$ cat src/rtl/run_sequencer_if.sv
// ============================================================================
// Module      : run_sequencer_if
// Description : Bench handshake and core-control bundle for run_sequencer.
// Revision    : 1.0 - initial release
// ============================================================================
`default_nettype none

interface run_sequencer_if #(
    parameter int D  = 10,
    parameter int RF = 16,
    parameter int W  = 16
);
    localparam int AW = (RF > 1) ? $clog2(RF) : 1;

    logic          req;
    logic          halt;
    logic [D-1:0]  prog_ctr;
    logic          core_rst;
    logic          run_en;
    logic          rf_clr_en;
    logic [AW-1:0] rf_clr_addr;
    logic          done;
    logic          timeout;
    logic [W-1:0]  cycle_cnt;
    logic [D-1:0]  halt_pc;

    modport master (
        output req, halt, prog_ctr,
        input  core_rst, run_en, rf_clr_en, rf_clr_addr,
        input  done, timeout, cycle_cnt, halt_pc
    );

    modport slave (
        input  req, halt, prog_ctr,
        output core_rst, run_en, rf_clr_en, rf_clr_addr,
        output done, timeout, cycle_cnt, halt_pc
    );
endinterface

`default_nettype wire

$ cat src/rtl/run_sequencer.sv
// ============================================================================
// Module      : run_sequencer
// Description : Run controller: clears the register file, runs the core until
//               halt or watchdog, then reports done / cycle count / halt PC.
// Revision    : 1.0 - initial release
// ============================================================================
`default_nettype none

module run_sequencer #(
    parameter int D       = 10,
    parameter int RF      = 16,
    parameter int W       = 16,
    parameter int MAX_CYC = 4096
) (
    input  wire             clk,
    input  wire             reset,
    run_sequencer_if.slave  bus
);
    localparam int AW = (RF > 1) ? $clog2(RF) : 1;

    typedef enum logic [1:0] {
        IDLE  = 2'd0,
        CLEAR = 2'd1,
        RUN   = 2'd2,
        DONE  = 2'd3
    } state_t;

    state_t        state_q;
    logic          core_rst_q;
    logic          run_en_q;
    logic          rf_clr_en_q;
    logic [AW-1:0] rf_clr_addr_q;
    logic          done_q;
    logic          timeout_q;
    logic [W-1:0]  cycle_cnt_q;
    logic [D-1:0]  halt_pc_q;

    // Outputs are loaded together with the next state so every one is a flop.
    always_ff @(posedge clk) begin
        if (!reset) begin
            state_q       <= IDLE;
            core_rst_q    <= 1'b1;
            run_en_q      <= 1'b0;
            rf_clr_en_q   <= 1'b0;
            rf_clr_addr_q <= '0;
            done_q        <= 1'b0;
            timeout_q     <= 1'b0;
            cycle_cnt_q   <= '0;
            halt_pc_q     <= '0;
        end else begin
            case (state_q)
                IDLE: begin
                    if (bus.req) begin
                        state_q       <= CLEAR;
                        core_rst_q    <= 1'b1;
                        rf_clr_en_q   <= 1'b1;
                        rf_clr_addr_q <= '0;
                        cycle_cnt_q   <= '0;
                        timeout_q     <= 1'b0;
                        halt_pc_q     <= '0;
                    end
                end
                CLEAR: begin
                    if (!bus.req) begin
                        state_q       <= IDLE;
                        rf_clr_en_q   <= 1'b0;
                        rf_clr_addr_q <= '0;
                    end else if (rf_clr_addr_q == AW'(RF - 1)) begin
                        state_q       <= RUN;
                        rf_clr_en_q   <= 1'b0;
                        rf_clr_addr_q <= '0;
                        core_rst_q    <= 1'b0;
                        run_en_q      <= 1'b1;
                    end else begin
                        rf_clr_addr_q <= rf_clr_addr_q + 1'b1;
                    end
                end
                RUN: begin
                    cycle_cnt_q <= cycle_cnt_q + 1'b1;
                    if (!bus.req) begin
                        state_q    <= IDLE;
                        run_en_q   <= 1'b0;
                        core_rst_q <= 1'b1;
                    end else if (bus.halt) begin
                        state_q   <= DONE;
                        run_en_q  <= 1'b0;
                        done_q    <= 1'b1;
                        halt_pc_q <= bus.prog_ctr;
                    end else if (cycle_cnt_q == W'(MAX_CYC - 1)) begin
                        state_q   <= DONE;
                        run_en_q  <= 1'b0;
                        done_q    <= 1'b1;
                        timeout_q <= 1'b1;
                    end
                end
                DONE: begin
                    if (!bus.req) begin
                        state_q    <= IDLE;
                        done_q     <= 1'b0;
                        core_rst_q <= 1'b1;
                    end
                end
                default: begin
                    state_q <= IDLE;
                end
            endcase
        end
    end

    assign bus.core_rst    = core_rst_q;
    assign bus.run_en      = run_en_q;
    assign bus.rf_clr_en   = rf_clr_en_q;
    assign bus.rf_clr_addr = rf_clr_addr_q;
    assign bus.done        = done_q;
    assign bus.timeout     = timeout_q;
    assign bus.cycle_cnt   = cycle_cnt_q;
    assign bus.halt_pc     = halt_pc_q;

endmodule

`default_nettype wire
$ cat src/flat_wrapper.sv
// flat-port wrapper written by rule: the top's interface ports become plain ports
module run_sequencer_flat 
#(
    parameter int D       = 10,
    parameter int RF      = 16,
    parameter int W       = 16,
    parameter int MAX_CYC = 4096
)
  (clk, reset, bus_req, bus_halt, bus_prog_ctr, bus_core_rst, bus_run_en, bus_rf_clr_en, bus_rf_clr_addr, bus_done, bus_timeout, bus_cycle_cnt, bus_halt_pc);
  run_sequencer_if #(.D(D), .RF(RF), .W(W)) bus_i ();
  input  wire clk;
  input  wire reset;
  input wire logic [$bits(bus_i.req)-1:0] bus_req;
  input wire logic [$bits(bus_i.halt)-1:0] bus_halt;
  input wire logic [$bits(bus_i.prog_ctr)-1:0] bus_prog_ctr;
  output wire logic [$bits(bus_i.core_rst)-1:0] bus_core_rst;
  output wire logic [$bits(bus_i.run_en)-1:0] bus_run_en;
  output wire logic [$bits(bus_i.rf_clr_en)-1:0] bus_rf_clr_en;
  output wire logic [$bits(bus_i.rf_clr_addr)-1:0] bus_rf_clr_addr;
  output wire logic [$bits(bus_i.done)-1:0] bus_done;
  output wire logic [$bits(bus_i.timeout)-1:0] bus_timeout;
  output wire logic [$bits(bus_i.cycle_cnt)-1:0] bus_cycle_cnt;
  output wire logic [$bits(bus_i.halt_pc)-1:0] bus_halt_pc;
  assign bus_i.req = bus_req;
  assign bus_i.halt = bus_halt;
  assign bus_i.prog_ctr = bus_prog_ctr;
  assign bus_core_rst = bus_i.core_rst;
  assign bus_run_en = bus_i.run_en;
  assign bus_rf_clr_en = bus_i.rf_clr_en;
  assign bus_rf_clr_addr = bus_i.rf_clr_addr;
  assign bus_done = bus_i.done;
  assign bus_timeout = bus_i.timeout;
  assign bus_cycle_cnt = bus_i.cycle_cnt;
  assign bus_halt_pc = bus_i.halt_pc;
  run_sequencer #(.D(D), .RF(RF), .W(W), .MAX_CYC(MAX_CYC)) u_core (.clk(clk), .reset(reset), .bus(bus_i));
endmodule
$ cat config.mk
export PLATFORM = sky130hd
export DESIGN_NAME = run_sequencer_flat
export DESIGN_NICKNAME = d
export VERILOG_FILES = /design/src/rtl/run_sequencer_if.sv /design/src/rtl/run_sequencer.sv /design/src/flat_wrapper.sv
export SDC_FILE = /design/constraint.sdc
export NUM_CORES = 1
export LEC_CHECK = 0
export ABC_AREA = 0
export CORE_ASPECT_RATIO = 0.7
export CORE_MARGIN = 5
export CORE_UTILIZATION = 50
export DETAILED_ROUTE_END_ITERATION = 8
export HOLD_SLACK_MARGIN = 0.03
export PLACE_DENSITY = 0.83
export SLEW_MARGIN = 25
export SYNTH_ARGS = -nofsm -noshare
export SYNTH_HDL_FRONTEND = slang
export SYNTH_SLANG_ARGS = --single-unit
$ cat constraint.sdc
create_clock -name clk -period 2.8 [get_ports clk]
set_input_delay 0.42 -clock clk [delete_from_list [all_inputs] [get_ports clk]]
set_output_delay 0.42 -clock clk [all_outputs]
set_load 0.01 [all_outputs]
## After elaboration in Yosys (flattened, before gate mapping)

Cells that the tools add are included.

- Add/sub/neg operators: 2
- Eq/ne operators: 17
- Mux-type cells: 40
- Reduce and logical (&&, ||, !) cells: 15

Operators with widths:

| cell | count |
|---|---|
| case mux 16 bit (2 select lines) | 1 |
| two-way mux 10 bit | 3 |
| case mux 10 bit (2 select lines) | 1 |
| AND reduction 4 bit | 5 |
| two-way mux 1 bit | 17 |
| adder 16 x 1 -> 16 bit (second input constant) | 1 |
| equality test 16 x 12 -> 1 bit (second input constant) | 1 |
| two-way mux 16 bit | 1 |
| two-way mux 2 bit | 7 |
| inequality test 2 bit (second input constant) | 7 |
| two-way mux 4 bit | 3 |
| case mux 1 bit (2 select lines) | 4 |
| case mux 2 bit (4 select lines) | 1 |
| case mux 4 bit (2 select lines) | 1 |
| nonzero test 2 bit | 4 |
| inequality test 3 x 2 -> 1 bit (second input constant) | 2 |
| AND reduction 5 bit | 1 |
| adder 4 x 1 -> 4 bit (second input constant) | 1 |
| equality test 2 bit (second input constant) | 2 |
| equality test 4 bit (second input constant) | 1 |
| inequality test 2 x 1 -> 1 bit (second input constant) | 2 |
| inequality test 4 x 3 -> 1 bit (second input constant) | 1 |
| AND reduction 2 bit | 2 |
| case mux 1 bit (3 select lines) | 1 |
| other kinds (4) | 4 |

- Register bits after elaboration: 37
- Input bits: 14
- Output and inout port bits: 35
- Word-level logic and storage cells: 83

## Logic depth before layout (Yosys ltp)

- Depth after elaboration: 5
- Mapped depth: 6
- Depth with buffers taken out: 5

## Worst setup path before layout

No wires, ideal clock.

- Path kind: input port to flip-flop
- Start: input port bus_req
- End: register u_core.cycle_cnt_q[14] (netlist: u_core.bus.cycle_cnt[14])
- Library setup time: 0.069 ns
- Arrival time: 1.418 ns
- Required time: 2.731 ns
- Slack: 1.313 ns
- Stages on the path: 6
- Cells stage by stage: buf_4 > o21ba_1 > buf_4 > nand3_4 > or4_1 > o21ai_1

- Cells in the longest elaborated chain, start to end: 2

Ends and longest elaborated chain:

| what | line | RTL |
|---|---|---|
| start: declaration | flat_wrapper.sv:13 | `input wire logic [$bits(bus_i.req)-1:0] bus_req;` |
| inequality test 2 bit (no source line) | - |  |
| AND reduction 2 bit (no source line) | - |  |
| end signal: assignment | run_sequencer.sv:79 | `cycle_cnt_q <= cycle_cnt_q + 1'b1;` |
| end: declaration | run_sequencer.sv:35 | `logic [W-1:0] cycle_cnt_q;` |

No other way between the ends.
A chain may end at the register's enable or synchronous reset.

## Final worst setup path

- Start: input port bus_req
- End: register u_core.cycle_cnt_q[13] (netlist: u_core.bus.cycle_cnt[13])

Same word-level chain as after synthesis.

==> impl_results.md <==
- Fin crit share: 71.76%
- Final hold vios: 0
- Status: completed
- Yosys Warn Count: 0
- Clk_skew: 0.006228 ns
- Max_slew headroom: 50.93%
- RSZ-0062 raised after global routing: no
- Syn_nets: 220
- Syn avg cell area: 8.415 um^2
- Finish-stage setup viols: 0
- Initial antenna violation count: 0
- CP Class: input port to flop
- Die height: 59.03 um
- FMAX: 497.7 MHz
- Diode count: 0
- Final HPWL DP: 3.117 mm
- Tmin final: 2.009 ns
- Hold crit path type: flop to flop
- Clock Root Buffer: clkbuf_8
- Via Count: 1678
- # IOs: 49
- Hold_buf cts: 0
- Critical Path End Type: flop
- Crit start category: input port
- Cell depth of the worst hold path: 2
- Final Power: 1.074 mW
- Clock sink count: 37
- Routed wire length: 4.354 mm
- DRT Pass-1 Iters: 4
- Maxcap violations: 0
- Clock-pin slew on the worst setup and hold paths: 0.07 ns
- Gr usage total: 18.86%
- CP Max Fanout: 11
- Vias in the first global route: 1467
- First DRT Iteration DRCs: 182
- Post-Syn Area: 0.001717 mm^2
- Max clock buf depth: 2
- DRC viols: 0
- Starting Density: 53.10%
- Core area: 0.003233 mm^2
- Synth Register Bits: 37
- Pleak: 0.8003 nW
- Max IR drop VDD: 0.3920 mV
- H-tree depth: 2
- CP arrival: 2.23 ns
- CTS tree: built
- CTS buffer count: 5
- Final TNS setup: 0 ns
- EDFF count, synth: 0
- Vias per inst: 5.612
- Final net count: 267
- WP data required: 3.02 ns
- ANT nets after route: 0
- R2R depth: 5
- PortBufs: 48
- Unique masters post-synth: 50
- Routability congestion estimate: 0.8343
- Synth Flop Type: dfxtp_1
- Number of cell rows: 17
- Slew Limit Fails: 0
- Largest net degree at the start of global routing: 16
- Post-synthesis cell count: 204
- Setup Buffers After CTS: 0
- Die W: 80.04 um
- Post_cts resized: 0
- Die area: 0.004724 mm^2
- Sequential cell area fraction in the yosys report: 43.15%
- First-pass GRT wire length: 6.927 mm
- Ys async rst share: 0%
- Clock Latency Late Sink: 0.30 ns
- Layout area overhead: 35.79%
- Remaining global-route overflow: 0
- Pwr/cell area: 460.7 mW/mm^2
- Worst-Margin Slew: 0.7312 ns
- Avg WL per Cell: 14.56 um
- Share of cells above drive strength 1: 5.952%
==> placed cells by master, fill, tap and decap left out, types with 2 or more instances in the layout <==
master,count
a211oi_1,2
a21oi_1,22
and2_1,3
and3b_1,2
and4_1,3
buf_4,2
clkbuf_8,6
clkdlybuf4s50_1,48
dfxtp_1,37
ha_1,2
inv_1,4
mux2i_1,3
nand2_1,23
nand2b_1,2
nand3_1,17
nand4_1,6
nor2_1,17
nor2b_1,2
nor3_1,2
nor4_1,2
o21a_1,2
o21ai_0,8
o21ai_1,2
or3_1,4
or4_1,2
xor2_1,4
==> kinds of logic (layout without fill, tap and decap cells) <==
family,count (synthesis),after routing,synth area share [%]
xor+xnor,4,4,2.041
buf+inv,15,63,4.372
flops,37,37,43.15
simple gates,91,91,28.06
fa+ha+maj,2,2,1.457
mux,4,4,2.405
compound gates,51,51,18.51
==> registers in the layout, summed over array words and instances (netlist names) <==
signal / flops
u_core.bus.core_rst: 1
u_core.bus.cycle_cnt: 16
u_core.bus.done: 1
u_core.bus.halt_pc: 10
u_core.bus.rf_clr_addr: 4
u_core.bus.rf_clr_en: 1
u_core.bus.run_en: 1
u_core.bus.timeout: 1
u_core.state_q: 2
==> final timing paths <==
| path | start | endpoint | slack (ns) |
|---|---|---|---|
| worst max-delay path | bus_req | u_core.bus.cycle_cnt[13]$_SDFFE_PN0P_ | 0.79 |
| worst min-delay path | u_core.bus.halt_pc[1]$_SDFFE_PN0P_ | u_core.bus.halt_pc[1]$_SDFFE_PN0P_ | 0.45 |
| worst max register to register | u_core.state_q[1]$_SDFFE_PN0P_ | u_core.bus.cycle_cnt[12]$_SDFFE_PN0P_ | 0.83 |
| worst min register to register | u_core.bus.halt_pc[1]$_SDFFE_PN0P_ | u_core.bus.halt_pc[1]$_SDFFE_PN0P_ | 0.45 |
==> power by group <==
| group | switching, mW | leakage, nW | total [mW] | internal, mW |
|---|---|---|---|---|
| registers | 0.00446 | 0.299 | 0.533 | 0.529 |
| logic | 0.0343 | 0.443 | 0.0630 | 0.0287 |
| clock network | 0.188 | 0.0585 | 0.478 | 0.290 |
==> critical path: stages <==
cell	delay, ns
clkdlybuf4s50_1	0.66
o21ba_1	0.42
nand3_1	0.19
or3_1	0.37
a21oi_1	0.15
==> synth_stat cells (all sizes together) (3+ instances only) <==
cell type | instances | share of area, %
dfxtp | 37 | 43
nand2 | 23 | 5.0
a21oi | 22 | 6.4
nand3 | 18 | 6.0
nor2 | 18 | 4.1
o21ai | 10 | 2.9
nand4 | 7 | 2.9
buf | 6 | 2.4
and2 | 4 | 1.5
clkbuf | 4 | 0.87
inv | 4 | 0.87
or3 | 4 | 1.5
xor2 | 4 | 2.0
and4 | 3 | 1.5
mux2i | 3 | 1.7
==> stage by stage <==
| stage | setup WS [ns] | hold WS (ns) | cells | area (um^2) | utilization [%] |
|---|---|---|---|---|---|
| floorplan | 1.314 | 0.4761 | 204 | 1717 | - |
| global placement | 0.5581 | 0.4377 | 291 | 2215 | 68.50 |
| detailed placement | 0.5336 | 0.4442 | 291 | 2215 | 68.50 |
| CTS | 0.8022 | 0.4546 | 299 | 2331 | 72.10 |
| global route | 0.5871 | 0.4689 | 299 | 2331 | 72.10 |
| finish | 0.7908 | 0.4524 | 299 | 2331 | 72.10 |
==> per-layer routing <==
| layer | vias to the layer above | part of all wire, % | global-route usage (%) |
|---|---|---|---|
| met5 | - | 0 | 0 |
| met4 | 0 | 1.1 | 7.470 |
| met3 | 6 | 6.5 | 6.383 |
| met2 | 48 | 45 | 27.24 |
| met1 | 785 | 47 | 25.86 |
| li1 | 839 | - | - |
==> cell type report <==
type                            instances  area (um^2)
Multi-Input combinational cell        152        900.9
Sequential cell                        37        740.7
Inverter                                5        18.77
Clock inverter                          1        30.03
Tap cell                               47        58.81
Fill cell                             264        902.1
Clock buffer                            7        86.33
Timing Repair Buffer                   50        495.5
(Power assumes the default switching activity.)
